==> src/rtl/mult_pkg.sv <==
// Shared constants and state encoding for the
// sequential Booth multiplier.
package mult_pkg;
  localparam int WIDTH    = 32;
  localparam int ACC_W    = 33;
  localparam int PROD_W   = 66;
  localparam int CNT_LAST = 31;

  typedef enum logic [1:0] {
    IDLE,
    RUN,
    DONE
  } state_t;
endpackage

==> src/rtl/booth_step.sv <==
// One radix-2 Booth iteration: add/sub the
// multiplicand into the accumulator, then ASR by 1.
module booth_step
  import mult_pkg::*;
(
  input  logic [PROD_W-1:0] i_prod,
  input  logic [ACC_W-1:0]  i_mcand,
  output logic [PROD_W-1:0] o_prod
);

  logic [ACC_W-1:0]  w_acc;
  logic [ACC_W-1:0]  w_sum;
  logic [PROD_W-1:0] w_cat;

  always_comb begin
    w_acc = i_prod[PROD_W-1:ACC_W];
    w_sum = w_acc;
    unique case (i_prod[1:0])
      2'b01:   w_sum = w_acc + i_mcand;
      2'b10:   w_sum = w_acc - i_mcand;
      default: w_sum = w_acc;
    endcase
    w_cat  = {w_sum, i_prod[ACC_W-1:0]};
    o_prod = {w_cat[PROD_W-1], w_cat[PROD_W-1:1]};
  end

endmodule

==> src/rtl/mult_sequencer.sv <==
// Sequential radix-2 Booth multiplier: 32 steps,
// low word result, overflow flag, ready pulse.
module mult_sequencer
  import mult_pkg::*;
#(
  parameter int WIDTH = 32
) (
  input  logic             clock,
  input  logic             reset_n,
  input  logic             ctrl_MULT,
  input  logic [WIDTH-1:0] data_operandA,
  input  logic [WIDTH-1:0] data_operandB,
  output logic [WIDTH-1:0] data_result,
  output logic             data_exception,
  output logic             data_resultRDY,
  output logic             busy
);

  state_t            r_state, w_state_nxt;
  logic [PROD_W-1:0] r_prod, w_prod_nxt, w_step;
  logic [ACC_W-1:0]  r_mcand, w_mcand_nxt;
  logic [5:0]        r_count, w_count_nxt;
  logic [WIDTH-1:0]  r_result, w_result_nxt;
  logic              r_exc, w_exc_nxt;
  logic              r_rdy, w_rdy_nxt;
  logic              r_busy, w_busy_nxt;

  booth_step u_step (
    .i_prod  (r_prod),
    .i_mcand (r_mcand),
    .o_prod  (w_step)
  );

  always_comb begin
    w_state_nxt  = r_state;
    w_prod_nxt   = r_prod;
    w_mcand_nxt  = r_mcand;
    w_count_nxt  = r_count;
    w_result_nxt = r_result;
    w_exc_nxt    = r_exc;
    w_rdy_nxt    = 1'b0;
    if (ctrl_MULT) begin
      // a start always wins, aborting any run
      w_prod_nxt  = {{ACC_W{1'b0}}, data_operandB, 1'b0};
      w_mcand_nxt = {data_operandA[WIDTH-1], data_operandA};
      w_count_nxt = 6'd0;
      w_state_nxt = RUN;
    end else begin
      unique case (r_state)
        RUN: begin
          w_prod_nxt  = w_step;
          w_count_nxt = r_count + 6'd1;
          if (r_count == 6'(CNT_LAST)) begin
            w_state_nxt  = DONE;
            w_result_nxt = w_step[WIDTH:1];
            w_exc_nxt    = !((&w_step[PROD_W-1:WIDTH]) ||
                             (~|w_step[PROD_W-1:WIDTH]));
            w_rdy_nxt    = 1'b1;
          end
        end
        DONE:    w_state_nxt = IDLE;
        default: w_state_nxt = IDLE;
      endcase
    end
    w_busy_nxt = (w_state_nxt == RUN);
  end

  always_ff @(posedge clock or negedge reset_n) begin
    if (!reset_n) begin
      r_state  <= IDLE;
      r_prod   <= '0;
      r_mcand  <= '0;
      r_count  <= '0;
      r_result <= '0;
      r_exc    <= 1'b0;
      r_rdy    <= 1'b0;
      r_busy   <= 1'b0;
    end else begin
      r_state  <= w_state_nxt;
      r_prod   <= w_prod_nxt;
      r_mcand  <= w_mcand_nxt;
      r_count  <= w_count_nxt;
      r_result <= w_result_nxt;
      r_exc    <= w_exc_nxt;
      r_rdy    <= w_rdy_nxt;
      r_busy   <= w_busy_nxt;
    end
  end

  assign data_result    = r_result;
  assign data_exception = r_exc;
  assign data_resultRDY = r_rdy;
  assign busy           = r_busy;

endmodule
==> config.mk <==
export PLATFORM = sky130hd
export DESIGN_NAME = mult_sequencer
export DESIGN_NICKNAME = d
export VERILOG_FILES = /design/src/rtl/mult_pkg.sv /design/src/rtl/booth_step.sv /design/src/rtl/mult_sequencer.sv
export SDC_FILE = /design/constraint.sdc
export NUM_CORES = 1
export LEC_CHECK = 0
export CAP_MARGIN = 20
export CORE_ASPECT_RATIO = 0.6
export CORE_UTILIZATION = 30
export DETAILED_ROUTE_END_ITERATION = 7
export SLEW_MARGIN = 10
export SYNTH_ARGS = -nofsm -noshare
export SYNTH_HDL_FRONTEND = slang
export SYNTH_SLANG_ARGS = --single-unit
==> constraint.sdc <==
create_clock -name clock -period 7.4 [get_ports clock]
set_clock_uncertainty 0.2 [all_clocks]
set_input_delay 1.48 -clock clock [delete_from_list [all_inputs] [get_ports clock]]
set_output_delay 1.48 -clock clock [all_outputs]
set_load 0.05 [all_outputs]
# Word-level counts from Yosys, hierarchy flattened

Cells that the tools add are included.

Register bits: 141
Output and inout bits: 35
Logic and storage cells: 35

$add $sub $neg: 3
Eq/ne operators: 5
Multiplexer cells: 11
Bitwise logic cells: 1
Reduce and logical (&&, ||, !) cells: 7

Operators by type and width:

| kind                | count |
|---|---|
| $mux 66             | 2 |
| $pmux 33 s2         | 1 |
| $add 33x33->33      | 1 |
| $reduce_and 33->1   | 1 |
| $reduce_or 33->1    | 1 |
| $sub 33x33->33      | 1 |
| $mux 6              | 2 |
| $add 6x1->6 const B | 1 |
| $eq 2x1->1 const B  | 3 |
| $eq 6x5->1 const B  | 1 |
| $mux 2              | 3 |
| $mux 1              | 3 |
| $reduce_and 3->1    | 1 |
| $eq 2x2->1 const B  | 1 |
| $logic_not 1->1     | 2 |
| $reduce_bool 2->1   | 1 |
| $logic_or 1x1->1    | 1 |
| $not 1->1           | 1 |

# Depth between registers and ports, before layout

Depth in word-level cells: 6
Gate-level depth with buffers: 22
Mapped depth without buffers: 21

# By module

From an unflattened synthesis, not the netlist that was laid out.

Cell total of the unflattened synthesis: 1,057
Area, all modules: 9,098.7 um^2

Modules (own cells, without submodules):

| module         | instances | cells each | area each (um^2) |
|---|---|---|---|
| mult_sequencer | 1         | 557        | 5,775.5 |
| booth_step     | 1         | 500        | 3,323.2 |

# Worst setup path before layout

OpenSTA, ideal clock, no wires.

Path type: reg-to-reg
Start point: register r_mcand[5]
End point: register r_exc (netlist: data_exception)
Arrival time: 4.794 ns
Path slack: 2.279 ns
Stages on the path, launching flop included: 20
Clock period less this slack: 5.121 ns
Cell sequence: dfrtp_1 > or4_1 > nor3_2 > nand2_1 > or4_1 > nor2b_1 > a31oi_1 > xnor2_1 > ha_1 > nor4_1 > o211ai_1 > a221o_1 > or4_1 > o22ai_2 > o21ai_1 > a21oi_1 > xor2_1 > mux2i_1 > a2111oi_2 > o21ai_1

Longest elaborated chain between the ends: 6
Elaborated cells on any way between the ends: 8
Classes of those cells: add/sub: 2; mux: 1; reduce/logical: 5

Ends and longest elaborated chain:

| item                                             | RTL line                           | source |
|---|---|---|
| start: declaration                               | mult_sequencer.sv:21               | `logic [ACC_W-1:0] r_mcand, w_mcand_nxt;` |
| start signal: assignment                         | mult_sequencer.sv:81               | `r_mcand <= w_mcand_nxt;` |
| $sub 33x33->33 or $add 33x33->33 (tied branches) | booth_step.sv:20, booth_step.sv:19 |  |
| $pmux 33 s2 *                                    | booth_step.sv:18                   | `unique case (i_prod[1:0])` |
| $reduce_or 33->1                                 | mult_sequencer.sv:57               | `(~\|w_step[PROD_W-1:WIDTH]));` |
| $logic_not 1->1                                  | mult_sequencer.sv:57               |  |
| $logic_or 1x1->1 *                               | mult_sequencer.sv:56               | `w_exc_nxt = !((&w_step[PROD_W-1:WIDTH]) \|\|` |
| $logic_not 1->1 *                                | mult_sequencer.sv:56               |  |
| end signal: assignment                           | mult_sequencer.sv:84               | `r_exc <= w_exc_nxt;` |
| end: declaration                                 | mult_sequencer.sv:24               | `logic r_exc, w_exc_nxt;` |

Mark *: on every way between the ends. The rest lies on a longest branch, timed or not.
A chain may end at the register's enable or synchronous reset.

# Worst setup path after layout

Start point: register r_mcand[4]
End point: register r_exc (netlist: data_exception)

Same word-level chain as after synthesis.

==> results_dict.tcl <==
set metrics [dict create \
    outcome "complete, no violations" \
    ant_nets 0 \
    power_switching_w 0.001304 \
    finalHoldViolCount 0 \
    die_y_um 136.9 \
    ys_ff_latch 140 \
    cpMaxStageDelayCell "or4_1" \
    dieWidth_um 226.8 \
    area_growth_pct 21.10 \
    fmax_mhz 167.6 \
    grt.total_usage_pct 17.93 \
    cpPeakStageDelay_ns 0.55 \
    grt_pass1_vias 7421 \
    antenna_found_initial 0 \
    power_w 0.003209 \
    maxCapViolCount 0 \
    period_minus_slack_ns 5.966 \
    cts_tree "built" \
    fin_crit_sh_pct 80.62 \
    p_sw_share_pct 40.64 \
    critPathArrivalTime_ns 6.07 \
    cts_setup_buffers 0 \
    internal_power_w 0.001905 \
    cp.required_ns 7.50 \
    synth_area_leader_cell "dfrtp_1" \
    crit_path_start_kind "flop" \
    p_clk_share_pct 27.5 \
    design_area_mm2 0.01102 \
    h-tree-depth 4 \
    grt_overflow 0 \
    worst_pin_slew_ns 0.8662 \
    antenna_cells 0 \
    synth_area_leaders "dfrtp_1 39%, nand2_1 8.3%, ha_1 4.8%, mux2i_1 4.0%, nor2_1 3.8%" \
    finalNetCount 1218 \
    die_area_mm2 0.03105 \
    core_mm2 0.02925 \
    drt_iter0_drc 615 \
    hold_depth 2 \
    port-buffer-count 101 \
    multiInputGateArea_mm2 0.005216 \
    synth-seq-area-share_pct 38.51 \
    powerDensity_mw_per_mm2 291.2 \
    hold_class "flop to flop" \
    reg2reg_depth 19 \
    synth.distinct_cells 86 \
    place.gp.congestion 0.9504 \
    yosysWarnings 0 \
    fin_setup_tns_ns 0 \
    drcViolationCount 0 \
    fillCellCount 2957 \
    grt_pass1_wl_um 42680 \
    rows 48 \
    synth_edf_count 0 \
    clock-sinks 140 \
    regArea_mm2 0.003503 \
    crit_type "flop to flop" \
    vias_per_cell 5.224 \
    synthFlopType "dfrtp_1" \
    pin_count 102 \
    place_area_mm2 0.01042 \
    cts_hold_buf 0 \
    drt-pass1-iter-count 5 \
    clk_pin_slew_ns 0.07 \
    cp_max_fo 7 \
    clock_latency_ns 0.44 \
    crit_cells 19 \
    netlist_area_mm2 0.009097 \
    clockBufferDepth 2 \
    slew_headroom_pct 42.25 \
    layout_commonest_cell "nand2_1" \
    rsz0062_at_grt "no" \
    synth_area_per_cell_um2 8.722 \
    layout_common_cells "200 x nand2_1, 140 x dfrtp_1, 99 x clkdlybuf4s50_1, 91 x nor2_1, 68 x o21ai_0" \
    ctsResizeCount 0 \
    async_flop_share_pct 100.0 \
    peakVddDrop_uv 214.4 \
    p_leak_nw 4.630 \
    root_buffer "clkbuf_16" \
    synth_nets 1146 \
    cts_buffers 17 \
    synth_cells 1043 \
    p_comb_share_pct 42.0 \
    sequentialPowerShare_pct 30.5 \
    synth_top_area_share_pct 38.51 \
    crit_path_cell_trace "or4_1 > nor3_2 > nand2_1 > or4_1 > nor2b_1 > a21oi_1 > xnor2_1 > ha_1 > a21oi_1 > o211ai_1 > a221o_1 > or4_1 > o22ai_2 > o21ai_1 > a21oi_1 > xor2_1 > mux2i_1 > a2111oi_2 > o21ai_1" \
    path_buf_inv 0 \
    initial_core_util_pct 31.10 \
    setup_viol 0 \
    dpl.hpwl_um 19820 \
    routed_wl_um 26830 \
    drv_slew 0 \
    crit_path_end_kind "flop" \
    cpLargestDelayFamily "simple AND/OR/NAND/NOR gates" \
    vias 7983 \
    drive_gt1_share_pct 9.752 \
    grt_start_max_net_pins 91 \
    wl_per_cell_um 17.56 \
]
[cell type report]
type,count,area share [%]
inverter,23,0.7836
clock inverter,14,1.442
tap,400,4.543
multi-input combinational,821,47.35
sequential,140,31.80
timing repair buffer,112,10.10
clock buffer,18,3.986
[cells by family (layout without fill, tap and decap cells)]
| group | count (synthesis) | in the layout | synth area share, % |
|---|---|---|---|
| AO/OA/AOI/OAI | 256 | 256 | 18.92 |
| AND/OR/NAND/NOR | 420 | 420 | 21.51 |
| buffers and inverters | 82 | 167 | 4.263 |
| multiplexers | 64 | 64 | 7.427 |
| adder cells (fa/ha/maj) | 36 | 36 | 5.034 |
| flip-flops | 140 | 140 | 38.51 |
| XOR/XNOR | 45 | 45 | 4.332 |
[power groups by stage]
stage,sequential [W],combinational [W],clock [W]
finish,0.000978,0.00135,0.000882
floorplan,0.000935,0.00100,0
detailed placement,0.000984,0.00132,0
CTS,0.000972,0.00132,0.000901
global route,0.000987,0.00149,0.000930
global placement,0.000985,0.00131,0
[worst reg2reg max path, stage by stage, from the launching register on]
cell       delay (ns)
dfrtp_1          0.42
or4_1            0.55
nor3_2           0.19
nand2_1          0.11
or4_1            0.49
nor2b_1          0.41
a21oi_1          0.14
xnor2_1          0.25
ha_1             0.36
a21oi_1          0.16
o211ai_1         0.12
a221o_1          0.40
or4_1            0.43
o22ai_2          0.22
o21ai_1          0.10
a21oi_1          0.17
xor2_1           0.45
mux2i_1          0.17
a2111oi_2        0.40
o21ai_1          0.10
[worst paths after layout]
kind | from | to | slack (ns)
max in group asynchronous | reset_n | r_prod[43] | 4.86
worst min-delay path | data_result[1] | data_result[1] | 0.28
worst max register to register | r_mcand[4] | data_exception | 1.43
min in group asynchronous | reset_n | data_result[19] | 0.91
worst min register to register | data_result[1] | data_result[1] | 0.28
worst max-delay path | r_mcand[4] | data_exception | 1.43
[state kept, by name, indices dropped and copies added (netlist names)]
register        cells
r_mcand            32
r_count             6
data_resultRDY      1
data_exception      1
r_state             2
data_result        32
r_prod             65
busy                1
[synth_stat cells (3+ instances only)]
library cell / count
o211a_1: 6
mux2i_1: 36
and3_1: 6
nor3b_1: 5
buf_2: 4
xnor2_1: 37
buf_6: 7
xor2_1: 8
buf_4: 6
o31ai_1: 4
a2111oi_0: 3
or4_1: 7
nand4_1: 10
and2_1: 6
dfrtp_1: 140
nand3_1: 9
a21oi_1: 54
clkbuf_1: 38
a21oi_2: 6
o21ai_0: 68
o31a_1: 7
o211ai_1: 13
or3_1: 9
inv_1: 22
nand2b_1: 9
o2111ai_1: 4
a31oi_1: 10
a21boi_0: 4
or2_2: 5
mux2_2: 28
o21ai_1: 3
a211oi_1: 28
ha_1: 35
nor2_1: 91
nor4_1: 9
nor3_1: 26
a21o_1: 7
nor2b_1: 7
o21a_1: 7
nand2_1: 200
buf_1: 4
[routing by layer]
layer / GRT usage, % / up-vias / share of wire [%]
met1: 29.02 / 3824 / 53
met5: 0 / - / 0
li1: - / 3872 / -
met4: 4.167 / 0 / 1.1
met2: 21.92 / 263 / 37
met3: 5.474 / 24 / 9.0
[stage by stage]
stage | hold slack, ns | utilization [%] | worst slack [ns] | std cells
6_report | 0.2776 | 37.67 | 1.434 | 1528
5_1_grt | 0.2984 | 37.67 | 1.046 | 1528
4_1_cts | 0.2803 | 37.67 | 1.482 | 1528
3_5_place_dp | 0.2627 | 35.62 | 1.471 | 1496
3_3_place_gp | 0.2610 | 35.53 | 1.519 | 1495
2_1_floorplan | 0.2599 | - | 2.279 | 1043
Power figures use the tool's default switching activity.
